**src/rtl/rfdc_wb_arbiter_if.sv**
```systemverilog
// ---------------------------------------------------------------------------
// rfdc_wb_arbiter_if
//   Bundles the NM upstream Wishbone master ports and the single downstream
//   RFDC Wishbone target port that rfdc_wb_arbiter sits between.
//
//   Upstream (per master k, packed at k*WIDTH +: WIDTH):
//     m_cyc_i, m_stb_i, m_we_i, m_adr_i, m_dat_i, m_sel_i  requests
//     m_dat_o (shared), m_ack_o, m_err_o                   responses
//   Downstream (RFDC WB target):
//     s_cyc_o, s_stb_o, s_we_o, s_adr_o, s_dat_o, s_sel_o  request
//     s_dat_i, s_ack_i, s_err_i                            response
//
//   Modports:
//     master : the arbiter's view; it masters the RFDC target port and
//              answers the upstream masters.
//     slave  : the surrounding world's view (upstream masters plus the
//              RFDC target), i.e. everything the arbiter talks to.
// ---------------------------------------------------------------------------
interface rfdc_wb_arbiter_if #(
    parameter int NM        = 2,
    parameter int ADDR_BITS = 18,
    parameter int DATA_BITS = 32
);
    localparam int SEL_BITS = DATA_BITS / 8;

    logic [NM-1:0]           m_cyc_i;
    logic [NM-1:0]           m_stb_i;
    logic [NM-1:0]           m_we_i;
    logic [NM*ADDR_BITS-1:0] m_adr_i;
    logic [NM*DATA_BITS-1:0] m_dat_i;
    logic [NM*SEL_BITS-1:0]  m_sel_i;
    logic [DATA_BITS-1:0]    m_dat_o;
    logic [NM-1:0]           m_ack_o;
    logic [NM-1:0]           m_err_o;

    logic                    s_cyc_o;
    logic                    s_stb_o;
    logic                    s_we_o;
    logic [ADDR_BITS-1:0]    s_adr_o;
    logic [DATA_BITS-1:0]    s_dat_o;
    logic [SEL_BITS-1:0]     s_sel_o;
    logic [DATA_BITS-1:0]    s_dat_i;
    logic                    s_ack_i;
    logic                    s_err_i;

    modport master (
        input  m_cyc_i, m_stb_i, m_we_i, m_adr_i, m_dat_i, m_sel_i,
        output m_dat_o, m_ack_o, m_err_o,
        output s_cyc_o, s_stb_o, s_we_o, s_adr_o, s_dat_o, s_sel_o,
        input  s_dat_i, s_ack_i, s_err_i
    );

    modport slave (
        output m_cyc_i, m_stb_i, m_we_i, m_adr_i, m_dat_i, m_sel_i,
        input  m_dat_o, m_ack_o, m_err_o,
        input  s_cyc_o, s_stb_o, s_we_o, s_adr_o, s_dat_o, s_sel_o,
        output s_dat_i, s_ack_i, s_err_i
    );

endinterface

```
**src/rtl/rfdc_wb_arbiter.sv**
```systemverilog
// ---------------------------------------------------------------------------
// rfdc_wb_arbiter
//   Shares the single Wishbone register port of the RFDC wrapper between NM
//   Wishbone masters (e.g. housekeeping/serial-command path and the
//   auto-configuration sequencer). Round-robin, one transaction per grant,
//   fully registered, with a watchdog that aborts a transaction the
//   WB->AXI bridge never answers.
//
// Ports:
//   wb_clk_i      clock for all logic
//   wb_rst_i      synchronous active-high reset
//   bus           rfdc_wb_arbiter_if.master: upstream masters + RFDC target
//   bridge_err_i  bridge error pulse from the RFDC wrapper
//   grant_o       one-hot current owner, 0 when idle
//   timeout_o     one-cycle pulse on watchdog abort
//   err_count_o   saturating count of timeouts plus bridge errors
//
// State | meaning
//   IDLE    | sample requests, pick next owner at/after the pointer
//   ISSUE   | first cycle of the slave strobe, watchdog cleared
//   WAIT    | strobe held until slave ack/err or watchdog expiry
//   RELEASE | response pulse visible, grant dropped, pointer advanced
// ---------------------------------------------------------------------------
module rfdc_wb_arbiter #(
    parameter int NM        = 2,
    parameter int ADDR_BITS = 18,
    parameter int DATA_BITS = 32,
    parameter int TIMEOUT   = 1023
) (
    input  logic                  wb_clk_i,
    input  logic                  wb_rst_i,
    rfdc_wb_arbiter_if.master     bus,
    input  logic                  bridge_err_i,
    output logic [NM-1:0]         grant_o,
    output logic                  timeout_o,
    output logic [15:0]           err_count_o
);

    localparam int SEL_BITS = DATA_BITS / 8;
    localparam int IW       = (NM > 1) ? $clog2(NM) : 1;
    localparam int WW       = $clog2(TIMEOUT + 1);

    typedef enum logic [1:0] {
        IDLE    = 2'd0,
        ISSUE   = 2'd1,
        WAIT    = 2'd2,
        RELEASE = 2'd3
    } state_t;

    state_t        state;
    logic [IW-1:0] ptr;
    logic [IW-1:0] owner;
    logic [WW-1:0] wdog;
    // Owner dropped m_cyc_i at some point after its grant; the slave cycle
    // still completes but its response must not be forwarded.
    logic          aborted;

    logic [NM-1:0] req;
    logic          pick_valid;
    logic [IW-1:0] pick;
    logic [IW:0]   cand;
    logic          owner_live;

    assign req        = bus.m_cyc_i & bus.m_stb_i;
    assign owner_live = !aborted && bus.m_cyc_i[owner];

    // Round-robin search: first requester at or after ptr, wrapping mod NM.
    // ptr and i are both below NM, so one conditional subtract suffices.
    always_comb begin
        pick_valid = 1'b0;
        pick       = '0;
        cand       = '0;
        for (int i = 0; i < NM; i++) begin
            cand = {1'b0, ptr} + (IW+1)'(i);
            if (cand >= (IW+1)'(NM)) begin
                cand = cand - (IW+1)'(NM);
            end
            if (!pick_valid && req[cand[IW-1:0]]) begin
                pick_valid = 1'b1;
                pick       = cand[IW-1:0];
            end
        end
    end

    always_ff @(posedge wb_clk_i) begin
        if (wb_rst_i) begin
            state       <= IDLE;
            ptr         <= '0;
            owner       <= '0;
            wdog        <= '0;
            aborted     <= 1'b0;
            grant_o     <= '0;
            timeout_o   <= 1'b0;
            err_count_o <= '0;
            bus.m_dat_o <= '0;
            bus.m_ack_o <= '0;
            bus.m_err_o <= '0;
            bus.s_cyc_o <= 1'b0;
            bus.s_stb_o <= 1'b0;
            bus.s_we_o  <= 1'b0;
            bus.s_adr_o <= '0;
            bus.s_dat_o <= '0;
            bus.s_sel_o <= '0;
        end else begin
            // A timeout and a bridge error in the same cycle count once.
            if ((timeout_o || bridge_err_i) && (err_count_o != 16'hFFFF)) begin
                err_count_o <= err_count_o + 16'd1;
            end

            case (state)
                IDLE: begin
                    if (pick_valid) begin
                        owner       <= pick;
                        grant_o     <= NM'(1) << pick;
                        aborted     <= 1'b0;
                        bus.s_we_o  <= bus.m_we_i[pick];
                        bus.s_adr_o <= bus.m_adr_i[int'(pick)*ADDR_BITS +: ADDR_BITS];
                        bus.s_dat_o <= bus.m_dat_i[int'(pick)*DATA_BITS +: DATA_BITS];
                        bus.s_sel_o <= bus.m_sel_i[int'(pick)*SEL_BITS +: SEL_BITS];
                        bus.s_cyc_o <= 1'b1;
                        bus.s_stb_o <= 1'b1;
                        state       <= ISSUE;
                    end
                end

                ISSUE: begin
                    wdog <= '0;
                    if (!bus.m_cyc_i[owner]) begin
                        aborted <= 1'b1;
                    end
                    state <= WAIT;
                end

                WAIT: begin
                    if (bus.s_ack_i || bus.s_err_i) begin
                        bus.s_cyc_o <= 1'b0;
                        bus.s_stb_o <= 1'b0;
                        bus.m_dat_o <= bus.s_dat_i;
                        if (owner_live) begin
                            if (bus.s_err_i) begin
                                bus.m_err_o <= grant_o;
                            end else begin
                                bus.m_ack_o <= grant_o;
                            end
                        end
                        state <= RELEASE;
                    end else if (wdog == WW'(TIMEOUT - 1)) begin
                        // TIMEOUT full cycles in WAIT without a response.
                        bus.s_cyc_o <= 1'b0;
                        bus.s_stb_o <= 1'b0;
                        timeout_o   <= 1'b1;
                        if (owner_live) begin
                            bus.m_err_o <= grant_o;
                        end
                        state <= RELEASE;
                    end else begin
                        wdog <= wdog + 1'b1;
                        if (!bus.m_cyc_i[owner]) begin
                            aborted <= 1'b1;
                        end
                    end
                end

                RELEASE: begin
                    bus.m_ack_o <= '0;
                    bus.m_err_o <= '0;
                    timeout_o   <= 1'b0;
                    grant_o     <= '0;
                    ptr         <= (owner == IW'(NM - 1)) ? '0 : owner + 1'b1;
                    state       <= IDLE;
                end

                default: begin
                    state <= IDLE;
                end
            endcase
        end
    end

endmodule

```
**src/flat_wrapper.sv**
```systemverilog
// flat-port wrapper written by rule: the top's interface ports become plain ports
module rfdc_wb_arbiter_flat 
#(
    parameter int NM        = 2,
    parameter int ADDR_BITS = 18,
    parameter int DATA_BITS = 32,
    parameter int TIMEOUT   = 1023
)
  (wb_clk_i, wb_rst_i, bridge_err_i, grant_o, timeout_o, err_count_o, bus_m_cyc_i, bus_m_stb_i, bus_m_we_i, bus_m_adr_i, bus_m_dat_i, bus_m_sel_i, bus_m_dat_o, bus_m_ack_o, bus_m_err_o, bus_s_cyc_o, bus_s_stb_o, bus_s_we_o, bus_s_adr_o, bus_s_dat_o, bus_s_sel_o, bus_s_dat_i, bus_s_ack_i, bus_s_err_i);
  rfdc_wb_arbiter_if #(.NM(NM), .ADDR_BITS(ADDR_BITS), .DATA_BITS(DATA_BITS)) bus_i ();
  input  logic wb_clk_i;
  input  logic wb_rst_i;
  input  logic bridge_err_i;
  output logic [NM-1:0] grant_o;
  output logic timeout_o;
  output logic [15:0] err_count_o;
  input wire logic [$bits(bus_i.m_cyc_i)-1:0] bus_m_cyc_i;
  input wire logic [$bits(bus_i.m_stb_i)-1:0] bus_m_stb_i;
  input wire logic [$bits(bus_i.m_we_i)-1:0] bus_m_we_i;
  input wire logic [$bits(bus_i.m_adr_i)-1:0] bus_m_adr_i;
  input wire logic [$bits(bus_i.m_dat_i)-1:0] bus_m_dat_i;
  input wire logic [$bits(bus_i.m_sel_i)-1:0] bus_m_sel_i;
  output wire logic [$bits(bus_i.m_dat_o)-1:0] bus_m_dat_o;
  output wire logic [$bits(bus_i.m_ack_o)-1:0] bus_m_ack_o;
  output wire logic [$bits(bus_i.m_err_o)-1:0] bus_m_err_o;
  output wire logic [$bits(bus_i.s_cyc_o)-1:0] bus_s_cyc_o;
  output wire logic [$bits(bus_i.s_stb_o)-1:0] bus_s_stb_o;
  output wire logic [$bits(bus_i.s_we_o)-1:0] bus_s_we_o;
  output wire logic [$bits(bus_i.s_adr_o)-1:0] bus_s_adr_o;
  output wire logic [$bits(bus_i.s_dat_o)-1:0] bus_s_dat_o;
  output wire logic [$bits(bus_i.s_sel_o)-1:0] bus_s_sel_o;
  input wire logic [$bits(bus_i.s_dat_i)-1:0] bus_s_dat_i;
  input wire logic [$bits(bus_i.s_ack_i)-1:0] bus_s_ack_i;
  input wire logic [$bits(bus_i.s_err_i)-1:0] bus_s_err_i;
  assign bus_i.m_cyc_i = bus_m_cyc_i;
  assign bus_i.m_stb_i = bus_m_stb_i;
  assign bus_i.m_we_i = bus_m_we_i;
  assign bus_i.m_adr_i = bus_m_adr_i;
  assign bus_i.m_dat_i = bus_m_dat_i;
  assign bus_i.m_sel_i = bus_m_sel_i;
  assign bus_m_dat_o = bus_i.m_dat_o;
  assign bus_m_ack_o = bus_i.m_ack_o;
  assign bus_m_err_o = bus_i.m_err_o;
  assign bus_s_cyc_o = bus_i.s_cyc_o;
  assign bus_s_stb_o = bus_i.s_stb_o;
  assign bus_s_we_o = bus_i.s_we_o;
  assign bus_s_adr_o = bus_i.s_adr_o;
  assign bus_s_dat_o = bus_i.s_dat_o;
  assign bus_s_sel_o = bus_i.s_sel_o;
  assign bus_i.s_dat_i = bus_s_dat_i;
  assign bus_i.s_ack_i = bus_s_ack_i;
  assign bus_i.s_err_i = bus_s_err_i;
  rfdc_wb_arbiter #(.NM(NM), .ADDR_BITS(ADDR_BITS), .DATA_BITS(DATA_BITS), .TIMEOUT(TIMEOUT)) u_core (.wb_clk_i(wb_clk_i), .wb_rst_i(wb_rst_i), .bus(bus_i), .bridge_err_i(bridge_err_i), .grant_o(grant_o), .timeout_o(timeout_o), .err_count_o(err_count_o));
endmodule
```
**config.mk**
```make
export PLATFORM = sky130hd
export DESIGN_NAME = rfdc_wb_arbiter_flat
export DESIGN_NICKNAME = d
export VERILOG_FILES = /design/src/rtl/rfdc_wb_arbiter_if.sv /design/src/rtl/rfdc_wb_arbiter.sv /design/src/flat_wrapper.sv
export SDC_FILE = /design/constraint.sdc
export NUM_CORES = 1
export LEC_CHECK = 0
export CAP_MARGIN = 20
export CELL_PAD_IN_SITES_DETAIL_PLACEMENT = 0
export CELL_PAD_IN_SITES_GLOBAL_PLACEMENT = 2
export CORE_MARGIN = 4
export CORE_UTILIZATION = 22
export DETAILED_ROUTE_END_ITERATION = 8
export GPL_TIMING_DRIVEN = 0
export HOLD_SLACK_MARGIN = 0.08
export PLACE_DENSITY_LB_ADDON = 0.1
export SYNTH_ARGS = -nofsm -noshare
export SYNTH_HDL_FRONTEND = slang
export SYNTH_SLANG_ARGS = --single-unit
export TNS_END_PERCENT = 10
```
**constraint.sdc**
```tcl
create_clock -name wb_clk_i -period 2.2 [get_ports wb_clk_i]
set_input_delay 0.22 -clock wb_clk_i [delete_from_list [all_inputs] [get_ports wb_clk_i]]
set_output_delay 0.22 -clock wb_clk_i [all_outputs]
set_load 0.02 [all_outputs]
```
# [Yosys cells after proc, flatten, opt, wreduce, memory -nomap -nowiden]
# Index checks and enable logic that the tools add are counted.
[totals] regBits=126 out_inout_bits=112
[op_classes] add_sub_neg=6 mux=46 n_reduce_logical=23 bitwise=1 multipliers=1 shifts=4 eq_ne=14 n_lt_le_gt_ge=6
[ops] cell="$shiftx 64x7->32" count=1
[ops] cell="$shiftx 36x32->18" count=1
[ops] cell="$mux 1" count=24
[ops] cell="$mux 2" count=12
[ops] cell="$mux 10" count=2
[ops] cell="$pmux 10 s2" count=1
[ops] cell="$add 16x1->16 const B" count=1
[ops] cell="$ne 16x16->1 const B" count=1
[ops] cell="$pmux 2 s2" count=3
[ops] cell="$reduce_and 4->1" count=3
[ops] cell="$add 10x1->10 const B" count=1
[ops] cell="$eq 10x10->1 const B" count=1
[ops] cell="$reduce_and 3->1" count=3
[ops] cell="$lt 1x2->1 const B" count=4
[ops] cell="$ne 2x1->1 const B" count=4
[ops] cell="$pmux 2 s4" count=1
[ops] cell="$reduce_and 2->1" count=4
[ops] cell="$reduce_bool 2->1" count=4
[ops] cell="$shiftx 8x4->4" count=1
[ops] cell="$ne 2x2->1 const B" count=3
[ops] cell="$mul 1x4->5 const B" count=1
[ops] cell="$eq 2x2->1 const B" count=2
[ops] cell="$pmux 1 s2" count=2
[ops] cell="$logic_and 1x1->1" count=3
[ops] cell="15 further kinds" count=18

# [Longest topological paths before layout]
# Gate-level depths: netlist of run 1.
[depth] word_depth=11 mapped_depth=8 ltp_nobuf=7

# [Worst setup path after synthesis of run 1]
# No wires, ideal clock.
[synth_timing] path_kind="register to register" start="reg u_core.state[0]" end="reg u_core.wdog[6]" stages_incl_launch_ff=9 synth_period_minus_slack_ns=1.793 setup_ns=0.056 t_arrival_ns=1.737 required_ns=2.144 path_slack_ns=0.407 path_cell_list="dfxtp_1 inv_1 ha_1 nor3b_2 o31ai_2 or3b_1 buf_2 nor3_1 a211o_2"
[synth_between] elab_chain_cells=3 elab_cells_between_ends=7 classes_between="eq/ne (4); mux (1); reduce/logical (2)"
[synth_rtl] item="start, declared" line_no="rfdc_wb_arbiter.sv:50" text="state_t state;"
[synth_rtl] item="start signal, assigned" line_no="rfdc_wb_arbiter.sv:87" text="state <= IDLE;"
[synth_rtl] item="start signal, assigned" line_no="rfdc_wb_arbiter.sv:122" text="state <= ISSUE;"
[synth_rtl] item="start signal, assigned" line_no="rfdc_wb_arbiter.sv:131" text="state <= WAIT;"
[synth_rtl] item="$eq 2x2->1 / $eq 2x1->1 (equally long branches)" line_no="rfdc_wb_arbiter.sv:110" text="case (state)"
[synth_rtl] item="$ne 2x2->1 (no line) / $reduce_bool 2->1 (equally long branches)"
[synth_rtl] item="$reduce_and 3->1 (no line)"
[synth_rtl] item="end signal, assigned" line_no="rfdc_wb_arbiter.sv:157" text="wdog <= wdog + 1'b1;"
[synth_rtl] item="end, declared" line_no="rfdc_wb_arbiter.sv:53" text="logic [WW-1:0] wdog;"
# Several ways; a longest one is shown, not always the timed one.
# A chain may end at the register's enable or synchronous reset.

# [Worst setup path after layout of run 1]
[layout_timing] start="reg u_core.state[0]" end="reg u_core.wdog[5]"
# The elaborated chain is that of the path after synthesis.

==> results of run 1 <==
## per-layer routing
metal	track usage	share of wire	vias to the layer above
li1	-	-	2789
met1	0.173	0.42	2490
met2	0.247	0.48	183
met3	0.0683	0.096	13
met4	0.0280	0.0062	6
met5	0	0.0016	-
## cell usage after synthesis (3+ instances only)
library cell,number
nor4_1,5
nand4_1,7
nor3_1,6
nand3_1,11
clkbuf_1,29
mux2i_1,58
nand2_1,86
a21oi_1,55
buf_4,3
xnor2_1,12
or4_1,3
buf_2,8
and3_1,3
nor2_1,86
a32oi_1,4
inv_1,10
dfxtp_1,126
o21ai_0,11
ha_1,7
a211oi_1,54
nand2b_1,3
nor2b_1,6
## worst reg2reg max path: cells and delay by family (launching register included)
kind	cells	cell delay (ps)
flops	1	330
buf+inv	1	90
simple gates	3	930
compound gates	2	360
fa+ha+maj	1	310
## through the flow
step | utilization | hold slack, ps | worst slack, ps | instances
finish | 0.374 | 328 | 117 | 1248
global route | 0.374 | 361 | -72.5 | 1248
CTS | 0.374 | 310 | 66.6 | 1248
detailed placement | 0.348 | 447 | -203 | 1216
global placement | 0.348 | 443 | -161 | 1216
floorplan | - | 356 | 407 | 631
## layout make-up
class / count / share of cell area
flip-flops and latches: 126 / 0.275
well taps: 324 / 0.0443
plain buffers: 42 / 0.0198
multi-input cells: 453 / 0.303
repair buffers: 261 / 0.285
clock inverters: 12 / 0.0173
clock buffers: 20 / 0.0510
inverters: 10 / 0.00410
## cell families after synthesis
kind of cell / count (synthesis) / share of synthesized area
simple gates: 235 / 0.195
compound gates: 140 / 0.165
flops: 126 / 0.458
mux: 58 / 0.106
buf+inv: 52 / 0.0393
xor+xnor: 13 / 0.0207
fa+ha+maj: 7 / 0.0159
## worst min path at each step
| stage | start | endpoint | slack [ps] | cells past startpoint |
|---|---|---|---|---|
| global route | bus_s_dat_i[22] | u_core.bus.m_dat_o[22] | 360 | 3 |
| detailed placement | u_core.bus.m_dat_o[1] | u_core.bus.m_dat_o[1] | 450 | 2 |
| CTS | wb_rst_i | u_core.timeout_o | 310 | 3 |
| global placement | u_core.bus.s_sel_o[2] | u_core.bus.s_sel_o[2] | 440 | 2 |
| floorplan | bus_s_dat_i[10] | u_core.bus.m_dat_o[10] | 360 | 2 |
| finish | wb_rst_i | u_core.timeout_o | 330 | 3 |
## power by group through the flow
stage / logic [mW] / registers [mW] / clock network, mW
floorplan: 1.36 / 3.52 / 0
global placement: 3.47 / 3.03 / 0
detailed placement: 3.49 / 3.04 / 0
CTS: 3.50 / 3.01 / 3.06
global route: 3.77 / 3.06 / 3.17
finish: 3.46 / 3.00 / 2.96
## flip-flops by register name (all words and copies together), names as in the netlist, 2 cells and up
register,flops
u_core.bus.s_adr_o,18
u_core.bus.m_err_o,2
u_core.bus.m_ack_o,2
u_core.bus.s_sel_o,4
u_core.grant_o,2
u_core.wdog,10
u_core.err_count_o,16
u_core.bus.s_dat_o,32
u_core.bus.m_dat_o,32
u_core.state,2
## what timing repair did
| item | CTS | global route |
|---|---|---|
| endpoints found under the setup margin | 30 | 59 |
| buffers inserted | 0 | 0 |
| resized for setup | 1 | 8 |
| gates cloned | 0 | 0 |
==> impl_results.html, run 1 <==
<table>
<tr><th>Metric</th><th>Value</th></tr>
<tr><th colspan="2">Yosys</th></tr>
<tr><td>Main synth FF type</td><td>dfxtp_1</td></tr>
<tr><td>Sequential area share after synthesis</td><td>0.458</td></tr>
<tr><td>Register bit total from synthesis</td><td>126</td></tr>
<tr><td>Top area cells in the synthesized netlist</td><td>dfxtp_1 (46%), mux2i_1 (11%), a211oi_1 (7.4%), nand2_1 (5.9%), nor2_1 (5.9%)</td></tr>
<tr><td>Total number of yosys warnings</td><td>0</td></tr>
<tr><td>Synthesized instance count</td><td>631</td></tr>
<tr><td>Number of flops mapped to enable cells by yosys</td><td>0</td></tr>
<tr><td>Yosys top cell by area</td><td>dfxtp_1</td></tr>
<tr><td>Async set-reset flop share out of synthesis</td><td>0</td></tr>
<tr><td>Net count after synthesis</td><td>789</td></tr>
<tr><td>Post-synthesis cell type count</td><td>51</td></tr>
<tr><td>Mapped cell area</td><td>5500 sq um</td></tr>
<tr><td>Top cell type's share of synthesized area</td><td>0.458</td></tr>
<tr><td>Average size of a mapped cell</td><td>8.72 sq um</td></tr>
<tr><th colspan="2">Status</th></tr>
<tr><td>Result of the run</td><td>finished clean</td></tr>
<tr><th colspan="2">Detailed routing</th></tr>
<tr><td>Drt first pass iters</td><td>4</td></tr>
<tr><td>Detailed-route via count</td><td>5,481</td></tr>
<tr><td>Routed Wire Length</td><td>20,600 microns</td></tr>
<tr><td>Wirelength per Cell</td><td>16.5 microns</td></tr>
<tr><td>Via density</td><td>between 4 and 5</td></tr>
<tr><td>Post-route DRC violation count</td><td>0</td></tr>
<tr><td>1st-iter DRT viols</td><td>between 150 and 200</td></tr>
<tr><td>Number of nets with antenna violations after routing</td><td>0</td></tr>
<tr><th colspan="2">Die</th></tr>
<tr><td>Core Box Area</td><td>approximately 24,000 sq um</td></tr>
<tr><td>Std cell rows</td><td>57</td></tr>
<tr><td>Initial Util</td><td>0.225</td></tr>
<tr><td>Overall die area</td><td>27,600 sq um</td></tr>
<tr><td>Count of pins on the block boundary</td><td>263</td></tr>
<tr><td>Horizontal die dimension</td><td>166 microns</td></tr>
<tr><td>DIE HEIGHT</td><td>166 microns</td></tr>
<tr><th colspan="2">Pwr</th></tr>
<tr><td>Switching Power</td><td>3.24 mW</td></tr>
<tr><td>Net switching share of the total power</td><td>0.345</td></tr>
<tr><td>Static power due to leakage</td><td>3.19 nW</td></tr>
<tr><td>Clock share of power</td><td>0.315</td></tr>
<tr><td>Final Total Pwr</td><td>9.41 mW</td></tr>
<tr><td>Maximum vdd drop</td><td>0.384 mV</td></tr>
<tr><td>Power density cells</td><td>1030 nW/um^2</td></tr>
<tr><td>Portion of total power attributed to sequential cells</td><td>0.318</td></tr>
<tr><td>Internal portion of total power</td><td>6.17 mW</td></tr>
<tr><td>Logic gate share of total power</td><td>0.367</td></tr>
<tr><th colspan="2">Setup path</th></tr>
<tr><td>Worst reg-to-reg path cell count</td><td>7</td></tr>
<tr><td>Startpoint of the worst register-to-register path</td><td>u_core.state[0]</td></tr>
<tr><td>Peak per-stage delay on the critical path</td><td>roughly 500 ps</td></tr>
<tr><td>Buffers plus inverters on the worst setup path</td><td>1</td></tr>
<tr><td>Cell class contributing the biggest share of worst-path delay</td><td>simple AND/OR/NAND/NOR gates</td></tr>
<tr><td>List of cells traversed by the critical path</td><td>inv_1 -&gt; ha_1 -&gt; o21ai_2 -&gt; and2_1 -&gt; nand2_1 -&gt; or4_1 -&gt; a21oi_1</td></tr>
<tr><td>Capture point of the worst reg-to-reg path</td><td>u_core.wdog[5]</td></tr>
<tr><td>Critical path endpoint</td><td>u_core.wdog[5]</td></tr>
<tr><td>Critical Path Source</td><td>u_core.state[0]</td></tr>
<tr><td>Data arrival time of the worst path</td><td>between 2000 and 2500 ps</td></tr>
<tr><td>Required @ worst endpoint</td><td>between 2000 and 3000 ps</td></tr>
<tr><td>Largest fanout on the critical path</td><td>7</td></tr>
<tr><td>Kind of end point of the critical path</td><td>flop</td></tr>
<tr><td>Worst-case register-to-register setup slack</td><td>~120 ps</td></tr>
<tr><td>Critical path class</td><td>reg -&gt; reg</td></tr>
<tr><td>Number of cells on the critical path</td><td>7</td></tr>
<tr><td>CP Launch Type</td><td>flop</td></tr>
<tr><td>Slowest-stage cell, CP</td><td>or4_1</td></tr>
<tr><th colspan="2">Clocking</th></tr>
<tr><td>CTS tree</td><td>done</td></tr>
<tr><td>Root buffer selected by CTS</td><td>clkbuf_16</td></tr>
<tr><td>Number of H-tree levels</td><td>4</td></tr>
<tr><td>Worst-case clock buffer depth</td><td>2</td></tr>
<tr><td>TritonCTS Buffers</td><td>17</td></tr>
<tr><td>Hold buffers post-CTS</td><td>0</td></tr>
<tr><td>CTS clock-pin slew for the worst setup and hold paths</td><td>50 ps</td></tr>
<tr><td>Num Clock Sinks</td><td>between 100 and 150</td></tr>
<tr><td>Clock network latency to the later pin of the worst-skew pair</td><td>around 400 ps</td></tr>
<tr><th colspan="2">GRT</th></tr>
<tr><td>Aggregate global routing overflow</td><td>0</td></tr>
<tr><td>Total global routing track utilization</td><td>0.147</td></tr>
<tr><td>Number of global-route vias before repair</td><td>5,682</td></tr>
<tr><td>Pin count of the biggest net entering global routing</td><td>17</td></tr>
<tr><td>Global-route wire length before repair</td><td>32,000 microns</td></tr>
<tr><td>Number of antenna violations at the first check in global routing</td><td>3</td></tr>
<tr><th colspan="2">Final layout</th></tr>
<tr><td>Filler Cells Inserted</td><td>~2,500</td></tr>
<tr><td>Count of antenna diodes in the layout</td><td>0</td></tr>
<tr><td>Share of cells above drive strength 1</td><td>0.0693</td></tr>
<tr><td>Footprint of the multi-input gates</td><td>2770 sq um</td></tr>
<tr><td>Footprint of the flip-flops and latches</td><td>2520 sq um</td></tr>
<tr><td>Finished layout cell area</td><td>9160 sq um</td></tr>
<tr><td>Most used cells in the layout excluding fill and tap cells</td><td>clkdlybuf4s50_1 (261), dfxtp_1 (126), nand2_1 (86)</td></tr>
<tr><td>Most frequent standard cell in the layout excluding fill and tap cells</td><td>clkdlybuf4s50_1</td></tr>
<tr><td>Total number of nets in the final design</td><td>1,069</td></tr>
<tr><td>Area delta synth-&gt;final</td><td>66.5%</td></tr>
<tr><th colspan="2">Timing</th></tr>
<tr><td>Measured slew at the worst slew-check pin</td><td>673 ps</td></tr>
<tr><td>RSZ-0062 raised after global routing</td><td>true</td></tr>
<tr><td>Maximum achievable frequency</td><td>between 400 and 500 MHz</td></tr>
<tr><td>Normalized max-slew margin</td><td>0.551</td></tr>
<tr><td>Slew Viols, Final</td><td>0</td></tr>
<tr><td>Setup TNS Final</td><td>0 ps</td></tr>
<tr><td>Share of the clock period used by the worst path after layout</td><td>0.947</td></tr>
<tr><td>Setup violations, final</td><td>0</td></tr>
<tr><td>Number of hold violations in the final report</td><td>0</td></tr>
<tr><td>Final setup skew</td><td>8.60 ps</td></tr>
<tr><td>Shortest period the worst path allows</td><td>2080 ps</td></tr>
<tr><th colspan="2">Placement</th></tr>
<tr><td>Placed standard-cell area</td><td>around 8500 sq um</td></tr>
<tr><td>Post-DP HPWL</td><td>about 16,000 microns</td></tr>
<tr><td>Routability Congestion</td><td>0.815</td></tr>
<tr><td>Number of port buffers</td><td>261</td></tr>
<tr><th colspan="2">Run</th></tr>
<tr><td>Max capacitance violation total</td><td>0</td></tr>
<tr><th colspan="2">Hold path</th></tr>
<tr><td>Worst Hold Class</td><td>in -&gt; reg</td></tr>
</table>
(Power assumes the default switching activity.)
==> inputs of run 2 (changes only) <==
Settings changed: ABC_AREA from default to 1.
==> run 2 against run 1 <==
First-iteration DRC count up 91%. Clock power decreased by 6%. Highest routed layer unchanged. Final area rose by 3.8%. Critical path depth is 1 higher. Worst hold slack worse by 160 ps. Final cell count increased by 18%. Via count grew 12%. Setup slack better by 120 ps. Routed wire length up 13%. Clock-buffer cell count increased by 1. Die area rose by 6.7%. Critical path type unchanged.
==> impl_results.html, run 2 <==
<table>
<tr><th>Metric</th><th>Value</th></tr>
<tr><th colspan="2">Status</th></tr>
<tr><td>Result of the run</td><td>finished clean (unchanged)</td></tr>
<tr><th colspan="2">Final layout</th></tr>
<tr><td>Total number of nets in the final design</td><td>1,279 (was 1,069)</td></tr>
<tr><td>Most frequent standard cell in the layout excluding fill and tap cells</td><td>clkdlybuf4s50_1 (unchanged)</td></tr>
<tr><td>Most used cells in the layout excluding fill and tap cells</td><td>clkdlybuf4s50_1 (261), nand2_1 (209), nor2_1 (126), dfxtp_1 (126), inv_1 (88) (was clkdlybuf4s50_1 (261), dfxtp_1 (126), nand2_1 (86))</td></tr>
<tr><td>Util after Layout</td><td>0.363 (was 0.374)</td></tr>
<tr><td>Share of cells above drive strength 1</td><td>0.0811 (was 0.0693)</td></tr>
<tr><td>Footprint of the flip-flops and latches</td><td>2520 sq um (unchanged)</td></tr>
<tr><td>Footprint of the multi-input gates</td><td>2800 sq um (was 2770 sq um)</td></tr>
<tr><td>Area delta synth-&gt;final</td><td>61.4% (was 66.5%)</td></tr>
<tr><td>Filler Cells Inserted</td><td>2,834 (was 2,509)</td></tr>
<tr><td>Top Registers</td><td>u_core.bus.m_dat_o x32, u_core.bus.s_dat_o x32, u_core.bus.s_adr_o x18 (unchanged)</td></tr>
<tr><th colspan="2">Yosys</th></tr>
<tr><td>Main synth FF type</td><td>dfxtp_1 (unchanged)</td></tr>
<tr><td>Synthesized instance count</td><td>841 (was 631)</td></tr>
<tr><td>Synth top cells by count</td><td>nand2_1 (209), dfxtp_1 (126), nor2_1 (126) (was dfxtp_1 (126), nand2_1 (86), nor2_1 (86))</td></tr>
<tr><td>Top area cells in the synthesized netlist</td><td>dfxtp_1 (43%), nand2_1 (13%), nor2_1 (8.0%), o211ai_1 (6.5%), nand3_1 (5.7%) (was dfxtp_1 (46%), mux2i_1 (11%), a211oi_1 (7.4%), nand2_1 (5.9%), nor2_1 (5.9%))</td></tr>
<tr><td>Net count after synthesis</td><td>999 (was 789)</td></tr>
<tr><td>Number of flops mapped to enable cells by yosys</td><td>0 (unchanged)</td></tr>
<tr><td>Sequential area share after synthesis</td><td>0.428 (was 0.458)</td></tr>
<tr><td>Register bit total from synthesis</td><td>126 (unchanged)</td></tr>
<tr><td>Yosys top cell by area</td><td>dfxtp_1 (unchanged)</td></tr>
<tr><td>Total number of yosys warnings</td><td>0 (unchanged)</td></tr>
<tr><td>Mapped cell area</td><td>5890 sq um (was 5500 sq um)</td></tr>
<tr><td>Most used standard cell by instance count after synthesis</td><td>nand2_1 (was dfxtp_1)</td></tr>
<tr><td>Post-synthesis cell type count</td><td>28 (was 51)</td></tr>
<tr><td>Top cell type's share of synthesized area</td><td>0.428 (was 0.458)</td></tr>
<tr><td>Average size of a mapped cell</td><td>7.01 sq um (was 8.72 sq um)</td></tr>
<tr><td>Async set-reset flop share out of synthesis</td><td>0 (unchanged)</td></tr>
<tr><th colspan="2">Clocking</th></tr>
<tr><td>Root buffer selected by CTS</td><td>clkbuf_16 (unchanged)</td></tr>
<tr><td>Number of H-tree levels</td><td>4 (unchanged)</td></tr>
<tr><td>CTS tree</td><td>done (unchanged)</td></tr>
<tr><td>Num Clock Sinks</td><td>126 (unchanged)</td></tr>
<tr><td>Clock network latency to the later pin of the worst-skew pair</td><td>410 ps (about the same)</td></tr>
<tr><td>Worst-case clock buffer depth</td><td>2 (unchanged)</td></tr>
<tr><td>TritonCTS Buffers</td><td>17 (unchanged)</td></tr>
<tr><td>Post-CTS Setup Repair Bufs</td><td>0 (unchanged)</td></tr>
<tr><td>CTS clock-pin slew for the worst setup and hold paths</td><td>60 ps (was 50 ps)</td></tr>
<tr><th colspan="2">GRT</th></tr>
<tr><td>Total global routing track utilization</td><td>0.156 (was 0.147)</td></tr>
<tr><td>Aggregate global routing overflow</td><td>0 (unchanged)</td></tr>
<tr><td>Number of global-route vias before repair</td><td>6,227 (was 5,682)</td></tr>
<tr><td>Global-route wire length before repair</td><td>35,800 microns (was 32,000 microns)</td></tr>
<tr><td>Number of antenna violations at the first check in global routing</td><td>1 (was 3)</td></tr>
<tr><td>Pin count of the biggest net entering global routing</td><td>17 (unchanged)</td></tr>
<tr><th colspan="2">Placement</th></tr>
<tr><td>Routability Congestion</td><td>0.764 (was 0.815)</td></tr>
<tr><td>Post-DP HPWL</td><td>17,900 microns (was 16,100 microns)</td></tr>
<tr><td>Number of port buffers</td><td>261 (unchanged)</td></tr>
<tr><th colspan="2">Setup path</th></tr>
<tr><td>CP Launch Type</td><td>flop (unchanged)</td></tr>
<tr><td>Most used cell, CP</td><td>inv_1</td></tr>
<tr><td>Slowest-stage cell, CP</td><td>clkbuf_1 (was or4_1)</td></tr>
<tr><td>Largest fanout on the critical path</td><td>10 (was 7)</td></tr>
<tr><td>Cell class contributing the biggest share of worst-path delay</td><td>buffers and inverters (was simple AND/OR/NAND/NOR gates)</td></tr>
<tr><td>Buffers plus inverters on the worst setup path</td><td>4 (was 1)</td></tr>
<tr><td>Peak per-stage delay on the critical path</td><td>440 ps (was 500 ps)</td></tr>
<tr><td>Data arrival time of the worst path</td><td>2270 ps (was 2420 ps)</td></tr>
<tr><td>Critical path class</td><td>reg -&gt; reg (unchanged)</td></tr>
<tr><td>List of cells traversed by the critical path</td><td>inv_1 -&gt; ha_1 -&gt; inv_1 -&gt; a21oi_2 -&gt; clkbuf_1 -&gt; nand3_1 -&gt; o211ai_1 -&gt; inv_1 (was inv_1 -&gt; ha_1 -&gt; o21ai_2 -&gt; and2_1 -&gt; nand2_1 -&gt; or4_1 -&gt; a21oi_1)</td></tr>
<tr><td>Worst-case register-to-register setup slack</td><td>240 ps (was 120 ps)</td></tr>
<tr><td>Kind of end point of the critical path</td><td>flop (unchanged)</td></tr>
<tr><td>Required @ worst endpoint</td><td>2500 ps (was 2530 ps)</td></tr>
<tr><th colspan="2">Timing</th></tr>
<tr><td>Setup violations, final</td><td>0 (unchanged)</td></tr>
<tr><td>Number of hold violations in the final report</td><td>0 (unchanged)</td></tr>
<tr><td>Final setup skew</td><td>8.87 ps (was 8.60 ps)</td></tr>
<tr><td>Share of the clock period used by the worst path after layout</td><td>0.893 (was 0.947)</td></tr>
<tr><td>Normalized max-slew margin</td><td>0.529 (was 0.551)</td></tr>
<tr><td>Measured slew at the worst slew-check pin</td><td>706 ps (was 673 ps)</td></tr>
<tr><td>Slew Viols, Final</td><td>0 (unchanged)</td></tr>
<tr><td>Maximum achievable frequency</td><td>509 MHz (was 480 MHz)</td></tr>
<tr><td>Shortest period the worst path allows</td><td>1960 ps (was 2080 ps)</td></tr>
<tr><td>RSZ-0062 raised after global routing</td><td>false (was true)</td></tr>
<tr><td>Setup TNS Final</td><td>0 ps (unchanged)</td></tr>
<tr><th colspan="2">Die</th></tr>
<tr><td>Horizontal die dimension</td><td>172 microns (was 166 microns)</td></tr>
<tr><td>Count of pins on the block boundary</td><td>263 (unchanged)</td></tr>
<tr><td>Std cell rows</td><td>59 (was 57)</td></tr>
<tr><td>Initial Util</td><td>0.225 (about the same)</td></tr>
<tr><td>Core Box Area</td><td>26,200 sq um (was 24,500 sq um)</td></tr>
<tr><td>Overall die area</td><td>29,500 sq um (was 27,600 sq um)</td></tr>
<tr><td>DIE HEIGHT</td><td>172 microns (was 166 microns)</td></tr>
<tr><th colspan="2">Pwr</th></tr>
<tr><td>Internal portion of total power</td><td>6.28 mW (was 6.17 mW)</td></tr>
<tr><td>Net switching share of the total power</td><td>0.365 (was 0.345)</td></tr>
<tr><td>Portion of total power attributed to sequential cells</td><td>0.317 (was 0.318)</td></tr>
<tr><td>Power density cells</td><td>1040 nW/um^2 (was 1030 nW/um^2)</td></tr>
<tr><td>Maximum vdd drop</td><td>0.447 mV (was 0.384 mV)</td></tr>
<tr><td>Switching Power</td><td>3.61 mW (was 3.24 mW)</td></tr>
<tr><td>Logic gate share of total power</td><td>0.402 (was 0.367)</td></tr>
<tr><td>Static power due to leakage</td><td>3.98 nW (was 3.19 nW)</td></tr>
<tr><td>Clock share of power</td><td>0.281 (was 0.315)</td></tr>
<tr><td>Final Total Pwr</td><td>9.88 mW (was 9.41 mW)</td></tr>
<tr><th colspan="2">Run</th></tr>
<tr><td>Max capacitance violation total</td><td>0 (unchanged)</td></tr>
<tr><th colspan="2">Detailed routing</th></tr>
<tr><td>Post-route DRC violation count</td><td>0 (unchanged)</td></tr>
<tr><td>Via density</td><td>4.19 (was 4.39)</td></tr>
<tr><td>Routed Wire Length</td><td>23,400 microns (was 20,600 microns)</td></tr>
<tr><td>1st-iter DRT viols</td><td>328 (was 172)</td></tr>
<tr><td>Detailed-route via count</td><td>6,163 (was 5,481)</td></tr>
<tr><td>Number of nets with antenna violations after routing</td><td>0 (unchanged)</td></tr>
<tr><td>Drt first pass iters</td><td>5 (was 4)</td></tr>
<tr><td>Wirelength per Cell</td><td>15.9 microns (was 16.5 microns)</td></tr>
<tr><th colspan="2">Hold path</th></tr>
<tr><td>Worst Hold Class</td><td>in -&gt; reg (unchanged)</td></tr>
</table>
==> run 2: per-stage QoR <==
stage | hold slack (ps) | setup slack (ps) | instance area (sq um) | std cells
2_1_floorplan | 355 | 633 | 5890 | 841
6_report | 172 | 236 | 9510 | 1470
3_5_place_dp | 450 | 32.7 | 8920 | 1437
5_1_grt | 163 | 6.75 | 9510 | 1469
3_3_place_gp | 445 | 37.7 | 8920 | 1437
4_1_cts | 154 | 68.5 | 9500 | 1469
==> run 2: cell families after synthesis <==
family	count (synthesis)	share of synthesized area
buffers and inverters	138	0.0983
XOR/XNOR	10	0.0149
flip-flops	126	0.428
adder cells (fa/ha/maj)	7	0.0149
AO/OA/AOI/OAI	133	0.143
AND/OR/NAND/NOR	427	0.301
==> run 2: power groups by stage <==
stage,Clock [mW],Sequential (mW),Combinational [mW]
final,2.78,3.13,3.97
after global routing,2.98,3.20,4.39
after CTS,2.89,3.13,4.05
after detailed placement,0,3.18,4.04
after global placement,0,3.17,4.06
after floorplan,0,3.80,1.47
==> run 2: cell type report <==
class | instances | area share
antenna | 1 | 0.000263
timing repair buffer | 261 | 0.275
multi-input combinational | 577 | 0.294
clock inverter | 11 | 0.0122
tap | 335 | 0.0441
inverter | 94 | 0.0371
buffer | 44 | 0.0238
sequential | 126 | 0.265
clock buffer | 21 | 0.0484
==> run 2: path summary, 6_finish.rpt <==
| path | from | end | cells after the start |
|---|---|---|---|
| worst max register to register | u_core.state[0] | u_core.bus.s_adr_o[13] | 8 |
| worst min register to register | u_core.bus.m_ack_o[0] | u_core.bus.m_ack_o[0] | 2 |
| worst min-delay path | wb_rst_i | u_core.err_count_o[15] | 2 |
| worst max-delay path | u_core.state[0] | u_core.bus.s_adr_o[13] | 8 |
==> run 2: timing repair <==
item / 4_1_cts / 5_1_grt
endpoints found under the setup margin: 0 / 31
hold buffers: 0 / 0
resized for setup: 0 / 1
==> run 2: worst register-to-register path, delay by kind of cell, from the launching register on <==
kind	cells	cell delay, ps
AO/OA/AOI/OAI	2	440
adder cells (fa/ha/maj)	1	230
AND/OR/NAND/NOR	1	170
buffers and inverters	4	700
flip-flops	1	310
==> run 2: metal layers <==
| layer | wire (microns) | track usage | vias up |
|---|---|---|---|
| met5 | 13 | 0 | - |
| met2 | 11100 | 0.261 | 155 |
| met1 | 10800 | 0.203 | 2730 |
| li1 | - | - | 3261 |
| met4 | 216 | 0.0341 | 2 |
| met3 | 1260 | 0.0384 | 15 |
